`config.mk`:
```
export PLATFORM = sky130hd
export DESIGN_NAME = alu_nibble_seq
export DESIGN_NICKNAME = d
export VERILOG_FILES = /design/src/rtl/alu_seq_pkg.sv /design/src/rtl/alu_nibble_seq_alu4bit.sv /design/src/rtl/alu_nibble_seq.sv
export SDC_FILE = /design/constraint.sdc
export NUM_CORES = 1
export LEC_CHECK = 0
export CORE_UTILIZATION = 50
export DETAILED_ROUTE_END_ITERATION = 12
export GPL_TIMING_DRIVEN = 1
export PLACE_DENSITY_LB_ADDON = 0.08
export SLEW_MARGIN = 20
export SYNTH_ARGS = -nofsm -noshare
export SYNTH_HDL_FRONTEND = slang
export SYNTH_SLANG_ARGS = --single-unit
```
`constraint.sdc`:
```
create_clock -name clk -period 4.5 [get_ports clk]
set_input_delay 0.675 -clock clk [delete_from_list [all_inputs] [get_ports clk]]
set_output_delay 0.675 -clock clk [all_outputs]
set_load 0.02 [all_outputs]
```
`src/rtl/alu_seq_pkg.sv`:
```
// Shared encodings for the nibble-serial ALU sequencer: op codes, FSM states
// and the slice width.
package alu_seq_pkg;

  localparam int NIB_W = 4;

  typedef enum logic [2:0] {
    OP_AND  = 3'b000,
    OP_OR   = 3'b001,
    OP_ADD  = 3'b010,
    OP_SLT  = 3'b011,
    OP_ANDN = 3'b100,
    OP_ORN  = 3'b101,
    OP_SUB  = 3'b110,
    OP_SLTS = 3'b111
  } op_e;

  typedef enum logic [1:0] {
    IDLE = 2'd0,
    RUN  = 2'd1,
    DONE = 2'd2
  } state_e;

endpackage

```
`src/rtl/alu_nibble_seq_alu4bit.sv`:
```
// Combinational 4-bit ALU slice: AND/OR/ADD/LESS with b-invert and carry in.
module ALU4Bit (
  input  logic [3:0] i_a,
  input  logic [3:0] i_b,
  input  logic [2:0] i_op,
  input  logic       i_cin,
  input  logic       i_less,
  output logic [3:0] o_result,
  output logic       o_cout,
  output logic       o_overflow,
  output logic       o_set
);

  logic [3:0] w_bx;
  logic [4:0] w_sum;
  logic       w_c3;

  assign w_bx  = i_op[2] ? ~i_b : i_b;
  assign w_sum = {1'b0, i_a} + {1'b0, w_bx} + {4'b0000, i_cin};
  // carry into the MSB recovered from the MSB sum bit
  assign w_c3       = i_a[3] ^ w_bx[3] ^ w_sum[3];
  assign o_cout     = w_sum[4];
  assign o_overflow = w_c3 ^ w_sum[4];
  assign o_set      = w_sum[3];

  always_comb begin
    o_result = 4'h0;
    case (i_op[1:0])
      2'b00:   o_result = i_a & w_bx;
      2'b01:   o_result = i_a | w_bx;
      2'b10:   o_result = w_sum[3:0];
      default: o_result = {3'b000, i_less};
    endcase
  end

endmodule

```
`src/rtl/alu_nibble_seq.sv`:
```
// Runs a WIDTH-bit ALU operation through one 4-bit slice, LSB nibble first,
// carrying between nibbles in a register and assembling result and flags.
module alu_nibble_seq
  import alu_seq_pkg::*;
#(
  parameter  int WIDTH = 16,
  localparam int NIB   = WIDTH / NIB_W
) (
  input  logic             clk,
  input  logic             rst,
  input  logic             start,
  input  logic [WIDTH-1:0] a,
  input  logic [WIDTH-1:0] b,
  input  logic [2:0]       op,
  output logic             busy,
  output logic             done,
  output logic [WIDTH-1:0] result,
  output logic             cout,
  output logic             overflow,
  output logic             zero
);

  localparam int IDX_W = (NIB > 1) ? $clog2(NIB) : 1;
  localparam logic [IDX_W-1:0] LAST_IDX = IDX_W'(NIB - 1);

  state_e           r_state, w_next;
  logic [WIDTH-1:0] r_a, r_b, r_result;
  logic [2:0]       r_op;
  logic [IDX_W-1:0] r_idx;
  logic             r_carry, r_cout, r_ovf, r_zero;

  logic [IDX_W+1:0] w_sh;
  logic [3:0]       w_nib_a, w_nib_b, w_nib_res;
  logic [2:0]       w_slice_op;
  logic             w_nib_cout, w_nib_ovf, w_nib_set;
  logic             w_is_slt, w_arith, w_last;
  logic [WIDTH-1:0] w_word, w_final;

  assign w_sh       = {r_idx, 2'b00};
  assign w_nib_a    = r_a[w_sh +: 4];
  assign w_nib_b    = r_b[w_sh +: 4];
  assign w_is_slt   = (r_op[1:0] == 2'b11);
  assign w_arith    = (r_op[1:0] == 2'b10);
  assign w_last     = (r_idx == LAST_IDX);
  // SLT runs as a full subtract; the less input is never selected
  assign w_slice_op = w_is_slt ? OP_SUB : r_op;

  ALU4Bit u_slice (
    .i_a        (w_nib_a),
    .i_b        (w_nib_b),
    .i_op       (w_slice_op),
    .i_cin      (r_carry),
    .i_less     (1'b0),
    .o_result   (w_nib_res),
    .o_cout     (w_nib_cout),
    .o_overflow (w_nib_ovf),
    .o_set      (w_nib_set)
  );

  assign w_word  = (r_result & ~(WIDTH'(4'hF) << w_sh)) | (WIDTH'(w_nib_res) << w_sh);
  assign w_final = w_is_slt ? WIDTH'(w_nib_set ^ w_nib_ovf) : w_word;

  always_ff @(posedge clk) begin
    if (rst) r_state <= IDLE;
    else     r_state <= w_next;
  end

  always_comb begin
    w_next = r_state;
    case (r_state)
      IDLE:    if (start) w_next = RUN;
      RUN:     if (w_last) w_next = DONE;
      default: w_next = IDLE;
    endcase
  end

  always_comb begin
    busy = (r_state != IDLE);
    done = (r_state == DONE);
  end

  // operand capture: datapath only, no reset needed
  always_ff @(posedge clk) begin
    if (r_state == IDLE && start) begin
      r_a  <= a;
      r_b  <= b;
      r_op <= op;
    end
  end

  always_ff @(posedge clk) begin
    if (rst) begin
      r_idx    <= '0;
      r_carry  <= 1'b0;
      r_result <= '0;
      r_cout   <= 1'b0;
      r_ovf    <= 1'b0;
      r_zero   <= 1'b0;
    end else begin
      case (r_state)
        IDLE: if (start) begin
          r_idx   <= '0;
          r_carry <= op[2] | (op[1] & op[0]);
        end
        RUN: begin
          r_carry <= w_nib_cout;
          r_idx   <= r_idx + 1'b1;
          if (w_last) begin
            r_result <= w_final;
            r_zero   <= (w_final == '0);
            r_cout   <= w_arith & w_nib_cout;
            r_ovf    <= w_arith & w_nib_ovf;
          end else begin
            r_result <= w_word;
          end
        end
        default: ;
      endcase
    end
  end

  assign result   = r_result;
  assign cout     = r_cout;
  assign overflow = r_ovf;
  assign zero     = r_zero;

endmodule
```
==> metrics.yaml <==
synthesis:
  synth.area.top_cells: "edfxtp_1 (37%), dfxtp_1 (17%), mux4_2 (7.1%)"
  synthCells: 251
  syn_area_per_cell_um2: 11.3
  yosysWarnings: 0
  syn_area_mm2: 0.00284
  synthesis.nets: 303
  ys_ff_latch: 59
  synth_top_area_frac: 0.370
  seq_area_frac_synth: 0.539
  ys_types: 43
  yosysTopAreaCell: "edfxtp_1"
sta:
  slew_headroom: 0.416
  fin_tns_setup_ps: 0
  slew_viol_final: 0
  period_needed_ps: 3610
  setup_viol: 0
  hold_violations: 0
  fmax_mhz: 277
  rsz0062_at_grt: "no"
  worst_pin_slew_ps: 866
  fin_crit_sh: 0.802
  skew_ps: 10.5
clock_network:
  postCtsHoldBufs: 0
  cts_setup_buffers: 0
  cts_sinks: 59
  numCtsBuffers: 9
  cts.reportedPaths.clkPinSlew_ps: 70
  tritoncts: "yes"
  clk_latency_ps: 340
  h-tree-depth: 3
  cts_max_path_buffers: 2
  cts_resized: 0
  root_buffer: "clkbuf_8"
finish:
  syn2layout_area_growth_pct: 30.1
  n_antenna_cell: 0
  final_core_util: 0.671
  drive_gt1_frac: 0.0940
  finalNetCount: 366
critical_path:
  critical_path_peak_fanout: 16
  worstPathRequired_ps: 4780
  ff2ff_path_depth: 11
  end_kind: "register"
  crit_chain: "and2_1 -> nor2_1 -> xor2_1 -> fa_1 -> inv_1 -> fa_1 -> xor2_1 -> nand2_1 -> o21ai_0 -> or4_1 -> o21ai_1"
  crit_arrival_ps: 3890
  startpoint_type: "register"
  r2r_end: "zero"
  critPathKind: "reg -> reg"
  slowest_delay_ps: 620
  reg2reg_from: "r_op[1]"
  r2r_slack_ps: 890
  cp_slowest_cell: "or4_1"
die:
  die_w_um: 77.4
  fp.dieH_um: 77.4
  initial_core_util: 0.516
  fp-row-count: 27
  core_mm2: 0.00551
  fp.dieArea_mm2: 0.00599
  io_pins: 59
detailed_routing:
  dr_wl_met3_um: 390
  top_layer_used: "met4"
  ant_nets: 0
  firstDrtPassIters: 4
  routed_wl_um: 6090
  drc: 0
  drtIter0Drc: 183
  via_per_inst: 5.57
  m1WireLength_um: 2980
  wl_per_cell_um: 15.6
  via_count: 2177
  met2_length_um: 2610
global_route:
  track_usage: 0.228
  grt_max_degree: 37
  overflow: 0
  antenna_found_initial: 0
  grt_pass1_vias: 2092
  grt_pass1_wl_um: 10100
status:
  status: "finished clean"
place:
  port_buffers: 58
  place.gp.congestion: 0.894
  place_hpwl_um: 4410
worst_hold_path:
  min_to: "overflow"
  min_from: "overflow"
  hp-class: "reg -> reg"
  holdPathStages: 2
power:
  power_per_cell_area_mw_per_mm2: 372
  p_leak_nw: 1.36
  ir_drop_mv: 0.228
job:
  maxCapViolCount: 0
[cells in the mapped netlist, drive strengths merged]
library cell and count:
a2111o 1, a211o 1, a21o 2, a21oi 14, a221o 1, a221oi 1
a22oi 13, a31o 1, a32o 2, and2 1, and3 2, buf 4
clkbuf 7, dfxtp 24, edfxtp 35, fa 2, ha 12, inv 21
mux4 9, nand2 13, nand2b 7, nand3 3, nor2 28, nor2b 6
nor3 9, nor3b 1, nor4 3, nor4b 1, o2111a 1, o211a 1
o21ai 11, o21bai 1, o221ai 1, o22a 1, o311ai 1, o31a 1
o31ai 1, o41ai 1, or3 1, or4 1, xnor2 2, xor2 3
[layout make-up]
cell class | instances | area (um2)
Fill cell | 457 | 1810
Sequential cell | 59 | 1530
Multi-Input combinational cell | 160 | 1180
Timing Repair Buffer | 63 | 618
Clock buffer | 10 | 128
Tap cell | 72 | 90.1
Inverter | 21 | 78.8
Clock inverter | 6 | 66.3
[report_power, final]
| group | switching, W | internal, W | leakage [nW] |
|---|---|---|---|
| sequential | 0.0000166 | 0.000604 | 0.530 |
| clock | 0.000219 | 0.000255 | 0.0885 |
| combinational | 0.000151 | 0.000130 | 0.740 |
[flip-flops by register name, indices dropped and copies added (netlist names), 2 cells and up]
register / flops
r_b: 16
result: 16
r_a: 16
r_state: 2
r_op: 3
r_idx: 2
[worst max-delay path: cells and delay by family, from the launching register on]
| family | cells | cell delay (ps) |
|---|---|---|
| and+or+nand+nor | 4 | 1320 |
| adders and majority gates | 2 | 650 |
| DFF | 1 | 590 |
| xor gates and xnor gates | 2 | 480 |
| AOI/OAI and AO/OA | 2 | 460 |
| buffers and inverters | 1 | 60 |
[cells by family (layout without fill, tap and decap cells)]
| kind of cell | after synthesis | in the layout | synth area share |
|---|---|---|---|
| AOI/OAI and AO/OA | 56 | 56 | 0.136 |
| buffers and inverters | 32 | 100 | 0.0440 |
| adders and majority gates | 14 | 14 | 0.0669 |
| and+or+nand+nor | 76 | 76 | 0.128 |
| xor gates and xnor gates | 5 | 5 | 0.0154 |
| DFF | 59 | 59 | 0.539 |
| muxes | 9 | 9 | 0.0713 |
[stage by stage]
step	std cells	hold WS, ps	power [W]	worst slack, ps	instance area, um2
after floorplan	251	472	0.000807	1370	2840
after global placement	375	441	0.000908	1080	3500
after detailed placement	375	447	0.000909	950	3500
after CTS	391	456	0.00138	910	3700
after global routing	391	484	0.00144	612	3700
final	391	451	0.00138	889	3700
[cells in the final DEF, fill, tap and decap left out, types with 10 or more instances in the layout]
cell type        Yosys  layout
nor2_1              28      28
ha_1                12      12
inv_1               21      21
dfxtp_1             24      24
a21oi_1             14      14
edfxtp_1            35      35
o21ai_0             10      10
nand2_1             13      13
a22oi_1             13      13
clkdlybuf4s50_1      0      58
[worst max-delay path by stage]
stage             start   end  slack [ps]  cells past startpoint
6_report        r_op[1]  zero         890                     11
5_1_grt         r_op[1]  zero         610                     11
4_1_cts         r_op[1]  zero         910                     11
3_5_place_dp    r_op[1]  zero         950                     11
3_3_place_gp    r_op[1]  zero        1080                     11
2_1_floorplan  r_idx[0]  zero        1370                      9
[routing by layer]
metal	vias to the layer above	global-route usage
li1	1041	-
met1	1045	0.328
met2	82	0.319
met3	9	0.0729
met4	0	0.0868
met5	-	0
Note: power is estimated with default switching activity, not from simulation.
